[src/rtl/fetch_prefetch_queue.sv]
// fetch_prefetch_queue: drives dec_pc into the decompressor and queues {pc, instr} pairs for the core.
// Define FETCH_LIMIT_EN to stop fetching after LAST_PC and raise fetch_done.
module fetch_prefetch_queue #(
  parameter int ADDR_W = 32,
  parameter int INSTR_W = 32,
  parameter int DEPTH = 4,
  parameter int PC_STEP = 1,
  parameter logic [ADDR_W-1:0] RESET_PC = '0
`ifdef FETCH_LIMIT_EN
  , parameter logic [ADDR_W-1:0] LAST_PC = 32'h0000_0021
`endif
) (
  input  logic clk,
  input  logic rst_n,
  input  logic en,
  output logic [ADDR_W-1:0] dec_pc,
  input  logic [INSTR_W-1:0] dec_instr,
  input  logic redirect_valid,
  input  logic [ADDR_W-1:0] redirect_pc,
  output logic out_valid,
  output logic [INSTR_W-1:0] out_instr,
  output logic [ADDR_W-1:0] out_pc,
  input  logic out_ready,
`ifdef FETCH_LIMIT_EN
  output logic fetch_done,
`endif
  output logic [$clog2(DEPTH):0] count
);
  localparam int PW = $clog2(DEPTH);
  localparam int CW = PW + 1;
  localparam logic [2:0] IDLE = 3'd0, RUN = 3'd1, FULL = 3'd2, FLUSH = 3'd3;
`ifdef FETCH_LIMIT_EN
  localparam logic [2:0] DONE = 3'd4;
`endif
  logic [2:0] state, state_n;
  logic [ADDR_W+INSTR_W-1:0] mem [DEPTH];
  logic [PW-1:0] rptr, wptr, rptr_n;
  logic [CW-1:0] count_n, rem;
  logic push, pop, running;
  assign running = (state == RUN) || (state == FULL);
  assign out_valid = count != '0;
  assign pop = out_valid && out_ready && !redirect_valid;
  assign push = running && en && !redirect_valid && (count < CW'(DEPTH) || pop);
  assign count_n = count + CW'(push) - CW'(pop);
  assign rem = count - CW'(pop);
  assign rptr_n = rptr + PW'(pop);
  always_comb begin
    state_n = state;
    if (redirect_valid) state_n = FLUSH;
    else if (state == IDLE || state == FLUSH) state_n = en ? RUN : IDLE;
    else if (running) state_n = !en ? IDLE : (count_n == CW'(DEPTH)) ? FULL : RUN;
`ifdef FETCH_LIMIT_EN
    if (push && dec_pc == LAST_PC) state_n = DONE;
`endif
  end
  always_ff @(posedge clk) if (push) mem[wptr] <= {dec_pc, dec_instr};
  // head is registered so it holds its last value while empty and reads 0 after reset
  always_ff @(posedge clk or negedge rst_n)
    if (!rst_n) begin
      state <= IDLE;
      dec_pc <= RESET_PC;
      rptr <= '0;
      wptr <= '0;
      count <= '0;
      out_pc <= '0;
      out_instr <= '0;
    end else begin
      state <= state_n;
      if (redirect_valid) begin
        dec_pc <= redirect_pc;
        rptr <= '0;
        wptr <= '0;
        count <= '0;
      end else begin
        rptr <= rptr_n;
        wptr <= wptr + PW'(push);
        count <= count_n;
        if (push) dec_pc <= dec_pc + ADDR_W'(PC_STEP);
        if (count_n != '0) {out_pc, out_instr} <= (rem == '0) ? {dec_pc, dec_instr} : mem[rptr_n];
      end
    end
`ifdef FETCH_LIMIT_EN
  always_ff @(posedge clk or negedge rst_n)
    if (!rst_n) fetch_done <= 1'b0;
    else if (redirect_valid) fetch_done <= 1'b0;
    else if (push && dec_pc == LAST_PC) fetch_done <= 1'b1;
`endif
endmodule

[config.mk]
export PLATFORM = sky130hd
export DESIGN_NAME = fetch_prefetch_queue
export DESIGN_NICKNAME = d
export VERILOG_FILES = /design/src/rtl/fetch_prefetch_queue.sv
export SDC_FILE = /design/constraint.sdc
export NUM_CORES = 1
export LEC_CHECK = 0
export BUFFER_PORTS_ARGS = -buffer_cell sky130_fd_sc_hd__buf_2
export CAP_MARGIN = 25
export CORE_MARGIN = 4
export CORE_UTILIZATION = 48
export CTS_BUF_LIST = sky130_fd_sc_hd__clkbuf_2 sky130_fd_sc_hd__clkbuf_4 sky130_fd_sc_hd__clkbuf_8
export DETAILED_ROUTE_END_ITERATION = 8
export PLACE_DENSITY = 0.68
export SLEW_MARGIN = 20
export SYNTH_ARGS = -nofsm -noshare
export SYNTH_HDL_FRONTEND = slang
export SYNTH_SLANG_ARGS = --single-unit
[constraint.sdc]
create_clock -name clk -period 15.8 [get_ports clk]
set_input_delay 3.16 -clock clk [delete_from_list [all_inputs] [get_ports clk]]
set_output_delay 3.16 -clock clk [all_outputs]
set_load 0.02 [all_outputs]
==> summary.md <==
| Metric | Value |
|---|---|
| Peak per-stage delay on the critical path | `0.75 ns` |
| Met2 wire length | `15.8 mm` |
| Max Cap Viol | `0` |
| R2R Path End | `out_pc[23]` |
| Critical path data required time | `16.21 ns` |
| Sw frac | `0.332` |
| Final Cycle Share | `0.446` |
| Nature of the critical path endpoint | `register` |
| Final Critical Period | `7.05 ns` |
| DR vias | `8,736` |
| Dominant synthesized flop cell | `edfxtp_1` |
| Final core occ | `0.576` |
| Vias/cell | `roughly 5.7` |
| Reg clk slew, reported paths | `0.06 ns` |
| Post-Syn Instances | `912` |
| Synth top cells by count | `edfxtp_1 (256), nand2_1 (107), dfrtp_1 (105), o21ai_0 (75), mux2i_1 (66)` |
| Hold path cells | `2` |
| Power Dens Cells | `169 nW/um^2` |
| Clk Tree Root Cell | `clkbuf_8` |
| Clock sinks | `361` |
| Register share of total power | `0.425` |
| GP Congestion | `0.827` |
| Post-layout net count | `1,178` |
| Setup Total Neg Slack | `0 ns` |
| Crit-path cells | `buf_2 -> buf_4 -> inv_1 -> and3_1 -> ha_1 -> inv_1 -> ha_1 -> inv_1 -> fa_1 -> xor3_1 -> o21ai_4 -> buf_4 -> o21ai_0` |
| P&R area growth vs syn | `17.0%` |
| WL final | `33.0 mm` |
| Diodes inserted | `0` |
| Initial DRC Count | `between 700 and 800` |
| Register area share after synthesis | `0.700` |
| Clock power frac | `0.280` |
| Logic pwr share | `0.295` |
| TritonCTS buffer count | `57` |
| Final setup vio count | `0` |
| # DRC | `0` |
| Max VDD drop | `151 uV` |
| Clock tree buffer depth | `3` |
| WL met1 | `14.6 mm` |
| Data arrival, critical path | `around 7.5 ns` |
| Unrepaired setup endpoints after global routing | `no` |
| Hold path endpoint | `out_instr[24]` |
| Area leader, netlist | `edfxtp_1` |
| FMAX | `0.142 GHz` |
| Vias in the first global route | `8,970` |
| EDFF count, synth | `256` |
| Mapped Nets | `988` |
| Synth top area cells | `edfxtp_1 (52%), dfrtp_1 (18%), mux4_2 (9.8%)` |
| Die area | `33,600 sq um` |
| Max Slew Vio Count | `0` |
| Startpoint types | `input pin` |
| Clock Latency Late Sink | `0.59 ns` |
| Largest net degree at the start of global routing | `89` |
| Most used cell, CP | `inv_1` |
| Status | `finished clean` |
| Worst Tran Pin Value | `0.991 ns` |
| Number of fill cells | `between 2,000 and 2,500` |
| Num rows | `63` |
| Core Region | `30,000 sq um` |
| Global-route wire length before repair | `52.1 mm` |
| DR WL/cell | `roughly 21 um` |
| Async S/R FF share, synth | `0.291` |
| Die W | `183 um` |
| Worst Path Class, Setup | `in -> reg` |
| Number of port buffers | `168` |
| Initial antenna violation count | `0` |
| Reg2reg setup slack | `11.46 ns` |
| CTS tree | `yes` |
| Post-CTS sizing | `0` |
| Synth Register Bits | `roughly 360` |
| Area share of the largest cell type after synthesis | `0.521` |
| Switching power | `969 uW` |
| DR top layer | `met4` |
| Post-synthesis cell type count | `61` |
| IO Pins | `169` |
| Cell Area, Synth | `~15,000 sq um` |
| Grt ovf | `0` |
| Clock Skew | `roughly 0.026 ns` |
| Slowest-stage cell, CP | `buf_4` |
| Dpl hpwl | `roughly 20 mm` |
| Reg2reg start | `count[1]` |
| Int Power | `1950 uW` |
| Most frequent cell after synthesis | `edfxtp_1` |
| Leak | `between 0.006 and 0.007 uW` |
| HP Class | `reg -> reg` |
| DRT Pass-1 Iters | `5` |
| Hold Path Origin | `out_instr[24]` |
| Overall Power | `2920 uW` |
| Crit path max fanout | `88` |
| Mean Syn Cell Area | `roughly 16 sq um` |
| Gr usage total | `0.198` |
| Initial Util | `0.492` |
| Fraction of layout cells with a size suffix above 1 | `0.323` |
| Die Ht | `approximately 180 um` |
| Final hold vios | `0` |
| FF-to-FF path depth | `11` |
| Worst relative slew slack | `0.339` |
| Routed wl met3 | `2.08 mm` |
| # H-tree levels | `2` |
| Setup bufs post-CTS | `0` |
| Syn. warnings | `0` |
| ANT nets after route | `0` |
| Hold Buf Count CTS | `0` |
[worst max-delay path by stage]
stage	startpoint	end	slack, ns	cells after the start
floorplan	redirect_valid	mem[1][0]	6.53	5
global placement	redirect_valid	out_instr[13]	8.34	13
finish	redirect_valid	out_pc[23]	8.75	13
CTS	redirect_valid	out_instr[13]	8.77	13
global route	redirect_valid	out_pc[20]	8.39	13
detailed placement	redirect_valid	out_instr[13]	8.15	13
[routing by layer]
metal / track usage / up-vias
li1: - / 3968
met3: 0.0393 / 43
met4: 0.0462 / 0
met2: 0.313 / 306
met5: 0 / -
met1: 0.288 / 4419
[stage by stage]
| step | setup slack, ns | std cells | hold WS, ns | instance area [sq um] |
|---|---|---|---|---|
| after floorplan | 6.53 | 912 | 0.555 | 14700 |
| after global placement | 8.34 | 1431 | 0.457 | 16000 |
| after detailed placement | 8.15 | 1431 | 0.465 | 16000 |
| after CTS | 8.77 | 1538 | 0.478 | 17200 |
| after global routing | 8.39 | 1540 | 0.499 | 17300 |
| final | 8.75 | 1540 | 0.474 | 17300 |
[power groups by stage]
stage               registers (uW)  logic (uW)  clock network, uW
finish                        1240         862                818
global route                  1260         945                888
CTS                           1240         880                843
detailed placement            1260         877                  0
global placement              1260         862                  0
floorplan                     1340         521                  0
[worst max-delay path, delay by kind of cell]
kind            cells  cell delay [ns]
buf+inv             6             1.79
compound gates      2             0.96
fa+ha+maj           3             0.84
simple gates        1             0.35
xor+xnor            1             0.24
[area by class of cell]
class	count	area [sq um]	area share
tap	390	488	0.0283
multi-input combinational	486	4220	0.244
timing repair buffer	183	966	0.0560
inverter	13	48.8	0.00283
clock inverter	15	104	0.00602
sequential	361	10300	0.598
clock buffer	92	1120	0.0647
[sequential cells by signal (all words and copies together), names as in the netlist]
| register | flops |
|---|---|
| out_instr | 32 |
| dec_pc | 32 |
| out_pc | 32 |
| wptr | 2 |
| count | 3 |
| mem | 256 |
| rptr | 2 |
| state | 2 |
[layout by cell type (no fill, tap or decap), types with 8 or more instances in the layout]
cell,synthesis,layout
edfxtp_1,256,256
mux2i_1,66,66
nand2_1,107,107
nor3_1,9,8
clkbuf_8,0,68
nor4_1,12,12
nor2_1,13,12
buf_4,0,14
clkbuf_4,0,24
inv_1,12,12
nand4_1,12,12
buf_2,20,168
o21ai_0,75,75
o311ai_0,9,9
nand3_1,16,16
dfrtp_1,105,105
mux4_2,64,64
[kinds of logic after synthesis]
kind of cell             share of synthesized area
AO/OA/AOI/OAI                               0.0535
adder cells (fa/ha/maj)                    0.00645
multiplexers                                 0.145
XOR/XNOR                                   0.00577
buffers and inverters                       0.0190
AND/OR/NAND/NOR                             0.0709
flip-flops                                   0.700
Note: power is estimated with default switching activity, not from simulation.
